File: src/rtl/bb_phase_detector.sv
// ============================================================================
//  Module   : bb_phase_detector
//  Brief    : Bang-bang phase detector with majority-vote decimation. Optional
//             lock detector enabled by defining BBPD_LOCK_DET_EN.
//  Revision : 1.0 - initial release
// ============================================================================
`default_nettype none

module bb_phase_detector #(
    parameter int VOTE_LEN = 8,
    parameter int TIMEOUT  = 64,
    parameter int LOCK_CNT = 16
) (
    input  logic clk,
    input  logic rst,
    input  logic ref_in,
    input  logic fb_in,
    output logic x,
    output logic x_valid,
    output logic timeout,
    output logic lock
);

    localparam int c_sum_w = $clog2(VOTE_LEN) + 2;
    localparam int c_cnt_w = (VOTE_LEN > 1) ? $clog2(VOTE_LEN) : 1;
    localparam int c_tmr_w = $clog2(TIMEOUT);

    localparam logic [1:0] c_st_idle     = 2'd0;
    localparam logic [1:0] c_st_wait_fb  = 2'd1;
    localparam logic [1:0] c_st_wait_ref = 2'd2;

    localparam logic [c_cnt_w-1:0] c_cnt_last = c_cnt_w'(VOTE_LEN - 1);
    localparam logic [c_tmr_w-1:0] c_tmr_last = c_tmr_w'(TIMEOUT - 1);
    localparam logic signed [c_sum_w-1:0] c_plus_one  = {{(c_sum_w-1){1'b0}}, 1'b1};
    localparam logic signed [c_sum_w-1:0] c_minus_one = {c_sum_w{1'b1}};

    if ((VOTE_LEN < 1) || (TIMEOUT < 2) || (LOCK_CNT < 1)) begin : g_param_check
        $error("bb_phase_detector: illegal parameter value");
    end

    logic                      r_ref_q;
    logic                      r_fb_q;
    logic [1:0]                r_state;
    logic [c_tmr_w-1:0]        r_timer;
    logic [c_cnt_w-1:0]        r_cnt;
    logic signed [c_sum_w-1:0] r_sum;
    logic                      r_x;
    logic                      r_x_valid;
    logic                      r_timeout;

    logic                      w_ref_rise;
    logic                      w_fb_rise;
    logic [1:0]                w_state_nxt;
    logic [c_tmr_w-1:0]        w_timer_nxt;
    logic                      w_vote;
    logic                      w_vote_up;
    logic                      w_timeout;
    logic signed [c_sum_w-1:0] w_vote_val;
    logic signed [c_sum_w-1:0] w_sum_nxt;
    logic                      w_last;
    logic                      w_x_nxt;

    assign w_ref_rise = ref_in & ~r_ref_q;
    assign w_fb_rise  = fb_in  & ~r_fb_q;

    always_comb begin
        w_state_nxt = r_state;
        w_timer_nxt = r_timer + 1'b1;
        w_vote      = 1'b0;
        w_vote_up   = 1'b0;
        w_timeout   = 1'b0;
        case (r_state)
            c_st_idle: begin
                w_timer_nxt = '0;
                if (w_ref_rise && !w_fb_rise) begin
                    w_state_nxt = c_st_wait_fb;
                end else if (w_fb_rise && !w_ref_rise) begin
                    w_state_nxt = c_st_wait_ref;
                end
            end
            c_st_wait_fb: begin
                if (w_fb_rise) begin
                    w_vote      = 1'b1;
                    w_vote_up   = 1'b1;
                    w_timer_nxt = '0;
                    // A coincident ref edge opens the next comparison at once
                    w_state_nxt = w_ref_rise ? c_st_wait_fb : c_st_idle;
                end else if (w_ref_rise) begin
                    w_timer_nxt = '0;
                end else if (r_timer == c_tmr_last) begin
                    w_timeout   = 1'b1;
                    w_timer_nxt = '0;
                    w_state_nxt = c_st_idle;
                end
            end
            c_st_wait_ref: begin
                if (w_ref_rise) begin
                    w_vote      = 1'b1;
                    w_timer_nxt = '0;
                    w_state_nxt = w_fb_rise ? c_st_wait_ref : c_st_idle;
                end else if (w_fb_rise) begin
                    w_timer_nxt = '0;
                end else if (r_timer == c_tmr_last) begin
                    w_timeout   = 1'b1;
                    w_timer_nxt = '0;
                    w_state_nxt = c_st_idle;
                end
            end
            default: begin
                w_timer_nxt = '0;
                w_state_nxt = c_st_idle;
            end
        endcase
    end

    assign w_vote_val = w_vote_up ? c_plus_one : c_minus_one;
    assign w_sum_nxt  = r_sum + w_vote_val;
    assign w_last     = w_vote && (r_cnt == c_cnt_last);

    // A tied window leaves the previous decision in place
    always_comb begin
        w_x_nxt = r_x;
        if (w_last && (w_sum_nxt != '0)) begin
            w_x_nxt = ~w_sum_nxt[c_sum_w-1];
        end
    end

    always_ff @(posedge clk) begin
        if (rst) begin
            r_ref_q   <= ref_in;
            r_fb_q    <= fb_in;
            r_state   <= c_st_idle;
            r_timer   <= '0;
            r_cnt     <= '0;
            r_sum     <= '0;
            r_x       <= 1'b0;
            r_x_valid <= 1'b0;
            r_timeout <= 1'b0;
        end else begin
            r_ref_q   <= ref_in;
            r_fb_q    <= fb_in;
            r_state   <= w_state_nxt;
            r_timer   <= w_timer_nxt;
            r_x       <= w_x_nxt;
            r_x_valid <= w_last;
            r_timeout <= w_timeout;
            if (w_last) begin
                r_cnt <= '0;
                r_sum <= '0;
            end else if (w_vote) begin
                r_cnt <= r_cnt + 1'b1;
                r_sum <= w_sum_nxt;
            end
        end
    end

    assign x       = r_x;
    assign x_valid = r_x_valid;
    assign timeout = r_timeout;

`ifdef BBPD_LOCK_DET_EN
    localparam int c_alt_w = $clog2(LOCK_CNT + 1);
    localparam logic [c_alt_w-1:0] c_alt_max = c_alt_w'(LOCK_CNT);

    logic [c_alt_w-1:0] r_alt_cnt;
    logic [c_alt_w-1:0] w_alt_nxt;
    logic               r_lock;

    always_comb begin
        w_alt_nxt = r_alt_cnt;
        if (w_timeout) begin
            w_alt_nxt = '0;
        end else if (w_last) begin
            if ((w_x_nxt != r_x) && (w_sum_nxt != '0)) begin
                w_alt_nxt = (r_alt_cnt == c_alt_max) ? c_alt_max : r_alt_cnt + 1'b1;
            end else begin
                w_alt_nxt = '0;
            end
        end
    end

    always_ff @(posedge clk) begin
        if (rst) begin
            r_alt_cnt <= '0;
            r_lock    <= 1'b0;
        end else begin
            r_alt_cnt <= w_alt_nxt;
            r_lock    <= (w_alt_nxt == c_alt_max);
        end
    end

    assign lock = r_lock;
`else
    assign lock = 1'b0;
`endif

endmodule

`default_nettype wire

File: config.mk
export PLATFORM = sky130hd
export DESIGN_NAME = bb_phase_detector
export DESIGN_NICKNAME = d
export VERILOG_FILES = /design/src/rtl/bb_phase_detector.sv
export SDC_FILE = /design/constraint.sdc
export NUM_CORES = 1
export LEC_CHECK = 0
export CORE_ASPECT_RATIO = 1.75
export CORE_MARGIN = 1.5
export CORE_UTILIZATION = 30
export DETAILED_ROUTE_END_ITERATION = 10
export SLEW_MARGIN = 30
export SYNTH_ARGS = -nofsm -noshare
export SYNTH_HDL_FRONTEND = slang
export SYNTH_SLANG_ARGS = --single-unit
File: constraint.sdc
create_clock -name clk -period 3.7 [get_ports clk]
set_clock_uncertainty 0.15 [all_clocks]
set_input_delay 0.555 -clock clk [delete_from_list [all_inputs] [get_ports clk]]
set_output_delay 0.555 -clock clk [all_outputs]
set_load 0.03 [all_outputs]
# After elaboration in Yosys (flattened, before gate mapping)
# Index checks and enable logic that the tools add are counted.
totals:
  ff_bits: 21
  input_bits: 4
  out_inout_bits: 4
  wordCells: 61
classes:
  n_addsub: 3
  eq_ne: 7
  muxes: 27
  n_bitwise: 5
  n_reduce_logical: 10
ops:
  columns: ["op", "count"]
  rows:
  - ["$mux 6", 5]
  - ["$mux 2", 8]
  - ["$pmux 6 s2", 1]
  - ["$mux 1", 9]
  - ["$ne 3x3->1 const B", 3]
  - ["$add 6x1->6 const B", 1]
  - ["$eq 6x6->1 const B", 1]
  - ["$pmux 2 s3", 1]
  - ["$add 5x5->5", 1]
  - ["$mux 5", 1]
  - ["$reduce_bool 5->1", 1]
  - ["$logic_and 1x1->1", 4]
  - ["$pmux 1 s2", 2]
  - ["$add 3x1->3 const B", 1]
  - ["$eq 3x3->1 const B", 1]
  - ["$not 1->1", 3]
  - ["$reduce_and 3->1", 1]
  - ["$and 1x1->1", 2]
  - ["$eq 2x1->1 const B", 1]
  - ["$eq 2x2->1 const B", 1]
  - ["$logic_not 1->1", 2]
  - ["$logic_not 2->1", 1]
  - ["$reduce_or 2->1", 1]

# Depth between registers and ports, before layout
logic_depth:
  word_depth: 8
  depth_mapped: 10
  depth_no_buf: 10

# Worst setup path after synthesis
# Ideal clock, no wire load.
synth_timing:
  kind: "flip-flop to flip-flop"
  from: "register r_state[1]"
  to: "register r_x, in the netlist x"
  setup_time_ns: 0.141
  arrival_ns: 1.912
  required_ns: 3.409
  slack_ns: 1.496
  path_stages_with_launch: 10
  path_buffers: 0
  period_less_slack_ns: 2.204
  cell_sequence: "dfxtp_1 inv_1 ha_1 nand3b_4 ha_1 a21oi_1 nand2_1 xor2_1 nor4bb_1 a2111oi_4"
synth_between:
  elab_chain_len: 6
  elab_cells_between_ends: 10
  classes_between: "1 x add/sub; 2 x eq/ne; 3 x mux; 1 x bitwise; 3 x reduce/logical"
synth_rtl:
  columns: ["element", "line_no", "rtl"]
  rows:
  - ["start: declaration", "43", "logic [1:0] r_state;"]
  - ["start signal: assignment", "132", "r_state <= c_st_idle;"]
  - ["start signal: assignment", "142", "r_state <= w_state_nxt;"]
  - ["$eq 2x1->1", "72", "case (r_state)"]
  - ["$mux 1", "72", null]
  - ["$mux 5", "116", "assign w_vote_val = w_vote_up ? c_plus_one : c_minus_one;"]
  - ["$add 5x5->5", "117", "assign w_sum_nxt = r_sum + w_vote_val;"]
  - ["$reduce_bool 5->1", "123", "if (w_last && (w_sum_nxt != '0)) begin"]
  - ["$logic_and 1x1->1", "123", null]
  - ["end signal: assignment", "144", "r_x <= w_x_nxt;"]
  - ["end: declaration", "47", "logic r_x;"]
# Several ways; a longest one is shown, not always the timed one.
# A chain may end at the register's enable or synchronous reset.

# Worst setup path after layout
layout_timing:
  from: "input port fb_in"
  to: "register r_x, in the netlist x"
layout_between:
  elab_chain_len: 7
  elab_cells_between_ends: 10
  classes_between: "1 x add/sub; 4 x mux; 2 x bitwise; 3 x reduce/logical"
layout_rtl:
  columns: ["element", "line_no", "rtl"]
  rows:
  - ["start: declaration", "17", "input logic fb_in,"]
  - ["$and 1x1->1 (*)", "64", "assign w_fb_rise = fb_in & ~r_fb_q;"]
  - ["$mux 1 (*)", "82", "if (w_fb_rise) begin"]
  - ["$mux 1", "72", null]
  - ["$mux 5", "116", null]
  - ["$add 5x5->5", "117", null]
  - ["$reduce_bool 5->1", "123", null]
  - ["$logic_and 1x1->1", "123", null]
# Every way passes the cells marked *; elsewhere a longest branch is shown, timed or not.

==> summary by stage <==
Clock network
In this run the number of H-tree levels came out at 1. The maximum count of clock buffers along a single path is 2. For the worst-skew pair, the clock arrives at the later sink with an insertion delay of 250 ps. The total setup buffers inserted after CTS is 0. The number of sinks on the clock net is 21. The TritonCTS clock tree is done.

The count of hold-fix buffers inserted at cts is 0. The count of cells resized by post-cts repair is 0. Clock-pin slew was measured on the worst setup and hold paths at 80 ps. The clock tree root driver cell is sky130_fd_sc_hd__clkbuf_8. TritonCTS created 3 clock buffers.

Die
The area of the core is 3665 µm². The starting utilization of the core area is 0.3185. The count of boundary I/O pins is 8.

The width of the die is 50.16 µm. From bottom edge to top edge, the die measures 85.52 µm. The area enclosed by the die boundary is 4289 µm². The number of rows in the core area is 29.

Placed design
The wire-length estimate of the detail-placed layout is 1491 µm. At the end of routability-driven placement, the weighted congestion stood at 0.8544. Input and output buffers added on the ports amount to 6.

Power
The internal power summed over all cells is 0.3571 mW. The power per standard cell area is 384.1 nW/µm². Of the total power, the share spent switching nets is 0.2850.

The maximum vdd ir drop is 223.0 µV. The clock network power share is 0.298. Of the total power, registers draw 0.491. The leakage power of the design is 0.5772 nW. The net switching power is 0.1423 mW. The combinational group share of total power is 0.210.

Global route
The via count of the first global-routing pass is 792. The number of antenna violations at the first check in global routing is 0. The total overflow left after global routing is 0. The maximum number of pins on one net before global-route repair is 19. The first-pass GRT wire length is 3381 µm. Across every metal layer, demand over resource in global routing totals 0.09943.

Hold path
Along the worst hold path, the cell count comes to 1. The worst min-delay path startpoint is r_timer[0]. The type of the worst min-delay path is register to register.

Drt
The detailed-route via count is 813. The number of detailed-route iterations in the first pass is 5. The starting DRC count in detailed routing is 24. The total detailed-routing wirelength is 1900 µm.

After detailed routing, the average wire length per cell comes to 10.80 µm. The detail route stage leaves a number of antenna-violating nets equal to 0. In the routed layout, each cell is associated on average with a via count of 4.619. In the routed design, unresolved DRC markers number 0.

Layout
At the end of the flow the core is filled with cells to 0.3547. The net total in the final layout is 150. The area taken by flip-flops and latches is 420.4 µm². 0 antenna diodes ended up in the layout. The filler cell count in the final layout is 365. The area growth from synthesis to final layout is 11.36%. The multi-input logic area is 670.6 µm².

Of the cells placed in the final design, the portion with a size suffix greater than 1 is 0.06154.

STA
The hold violation total from the final report is 0. For the final routed database, the setup TNS stands at 0 ps. The share of the cycle needed by the critical path after routing is 0.6962.

At the pin with the least slew margin, the transition time is 617.3 ps. The final critical-path required period is 2576 ps. The final number of max-transition violations is 0. Setup violations remaining at the end of the flow were counted as 0.

The top achievable clock speed is 0.3882 GHz. Setup repair after global routing left no endpoint under its margin. The worst pin sits at a relative slew slack of 0.5885.

Synthesis
The number of flip-flops and latches in the synthesized netlist is 21. The synthesized area per cell is 9.339 µm². The number of synthesis warnings is 0.

The post-synthesis instance area is 1167 µm². The sequential share of the synthesized area is 0.3601. The netlist uses 35 different library cells.

The synthesized netlist cell count is 125. The post-synthesis net count is 144.

Run
Max-cap violations in this run came to 0.

Setup path
The longest individual stage delay on the worst path is 540 ps. The startpoint identified for the worst register-to-register timing path is r_state[1]. The launch point of the worst path is fb_in. The slowest stage of the critical path is the sky130_fd_sc_hd__clkdlybuf4s50_1 cell.

The signal on the critical path passes through clkdlybuf4s50_1, nand3b_4, ha_1, a21oi_1, nand2_1, xor2_1, nor4bb_1, a2111oi_4. The worst setup path is captured at a register. Of all nets on the critical path, the largest fanout is 8. The critical path in this run is classified as input pin to register. Counting cells, the worst reg-to-reg path comes to 9. The data required time at the worst endpoint is 3680 ps.

Data arrives at the worst endpoint at 2550 ps. The worst setup path is launched from an input pin.

Outcome
The run finished with clean final reports.
synth_stat cells (all sizes together):
cell     number  area (µm²)
a2111oi       1       27.53
a21bo         1       10.01
a21o          1       7.510
a21oi         9       45.04
a222oi        1       10.01
a22o          1       8.760
a22oi         1       7.510
a32o          3       30.03
and3          2       12.51
buf           4       27.52
clkbuf        1       3.750
conb          1       3.750
dfxtp        21       420.4
fa            1       20.02
ha           14       175.2
inv          12       45.04
nand2         2       7.510
nand2b        3       18.77
nand3         3       15.01
nand3b        3       35.03
nand4         1       6.260
nor2         20       93.84
nor3          6       30.03
nor3b         2       15.01
nor4bb        1       10.01
o21ai         1       5.000
o22ai         1       6.260
xnor2         4       35.03
xor2          4       35.03
registers in the layout, summed over array words and instances (netlist names):
register / cells
r_timer: 6
r_sum: 5
r_cnt: 3
r_state: 2
r_fb_q: 1
r_ref_q: 1
timeout: 1
x: 1
x_valid: 1
final timing paths:
path,to,slack [ps]
max,x,1120
min,r_timer[0],300
max reg2reg,x,1250
min reg2reg,r_timer[0],300
stage by stage:
step	power [mW]	std cells	cell area (µm²)	hold WS, ps	worst slack [ps]
finish	0.4994	176	1300	304.1	1124
global route	0.5313	176	1300	335.1	1040
CTS	0.5053	176	1300	307.9	1119
detailed placement	0.3557	172	1254	287.1	842.9
global placement	0.3523	172	1254	274.0	943.7
floorplan	0.3335	125	1167	263.2	1496
power groups by stage:
stage	clock network, mW	logic (mW)	registers [mW]
CTS	0.154	0.106	0.245
global placement	0	0.102	0.250
global route	0.164	0.120	0.247
finish	0.149	0.105	0.245
detailed placement	0	0.105	0.251
floorplan	0	0.0853	0.248
metal layers:
metal  vias up  GRT usage  routed length (µm)
li1        435          -                   -
met1       371     0.1140                 838
met2         5     0.1794                1008
met3         2    0.01568                  28
met4         0    0.03788                  25
met5         -          0                   0
worst max-delay path: cells and delay by family:
family          cells  cell delay [ps]
compound gates      2              270
xor+xnor            1              160
fa+ha+maj           1              350
buf+inv             1              540
simple gates        3              670
logic make-up (layout without fill, tap and decap cells):
kind of cell,Yosys count,count (layout),share of synthesized area
AOI/OAI and AO/OA,20,20,0.1351
buffers and inverters,17,22,0.06537
adders and majority gates,15,15,0.1672
other,1,1,0.003212
and+or+nand+nor,43,43,0.2090
xor gates and xnor gates,8,8,0.06002
DFF,21,21,0.3601
layout make-up:
class,instances,area share
well taps,46,0.04427
clock inverters,1,0.003850
clock buffers,3,0.03176
flip-flops and latches,21,0.3234
inverters,12,0.03465
repair buffers,6,0.04620
multi-input cells,87,0.5159
placed cells by master (no fill, tap or decap), types with 2 or more instances in the layout:
master	Yosys	final
sky130_fd_sc_hd__inv_1	12	12
sky130_fd_sc_hd__clkbuf_8	0	3
sky130_fd_sc_hd__nor3_1	6	6
sky130_fd_sc_hd__xor2_1	4	4
sky130_fd_sc_hd__nand3_1	3	3
sky130_fd_sc_hd__a32o_1	3	3
sky130_fd_sc_hd__nand3b_1	2	2
sky130_fd_sc_hd__nor3b_1	2	2
sky130_fd_sc_hd__dfxtp_1	21	21
sky130_fd_sc_hd__ha_1	14	14
sky130_fd_sc_hd__xnor2_1	4	4
sky130_fd_sc_hd__clkdlybuf4s50_1	0	6
sky130_fd_sc_hd__a21oi_1	9	9
sky130_fd_sc_hd__nand2b_1	3	3
sky130_fd_sc_hd__nand2_1	2	2
sky130_fd_sc_hd__and3_1	2	2
sky130_fd_sc_hd__nor2_1	18	18
(Power assumes the default switching activity.)
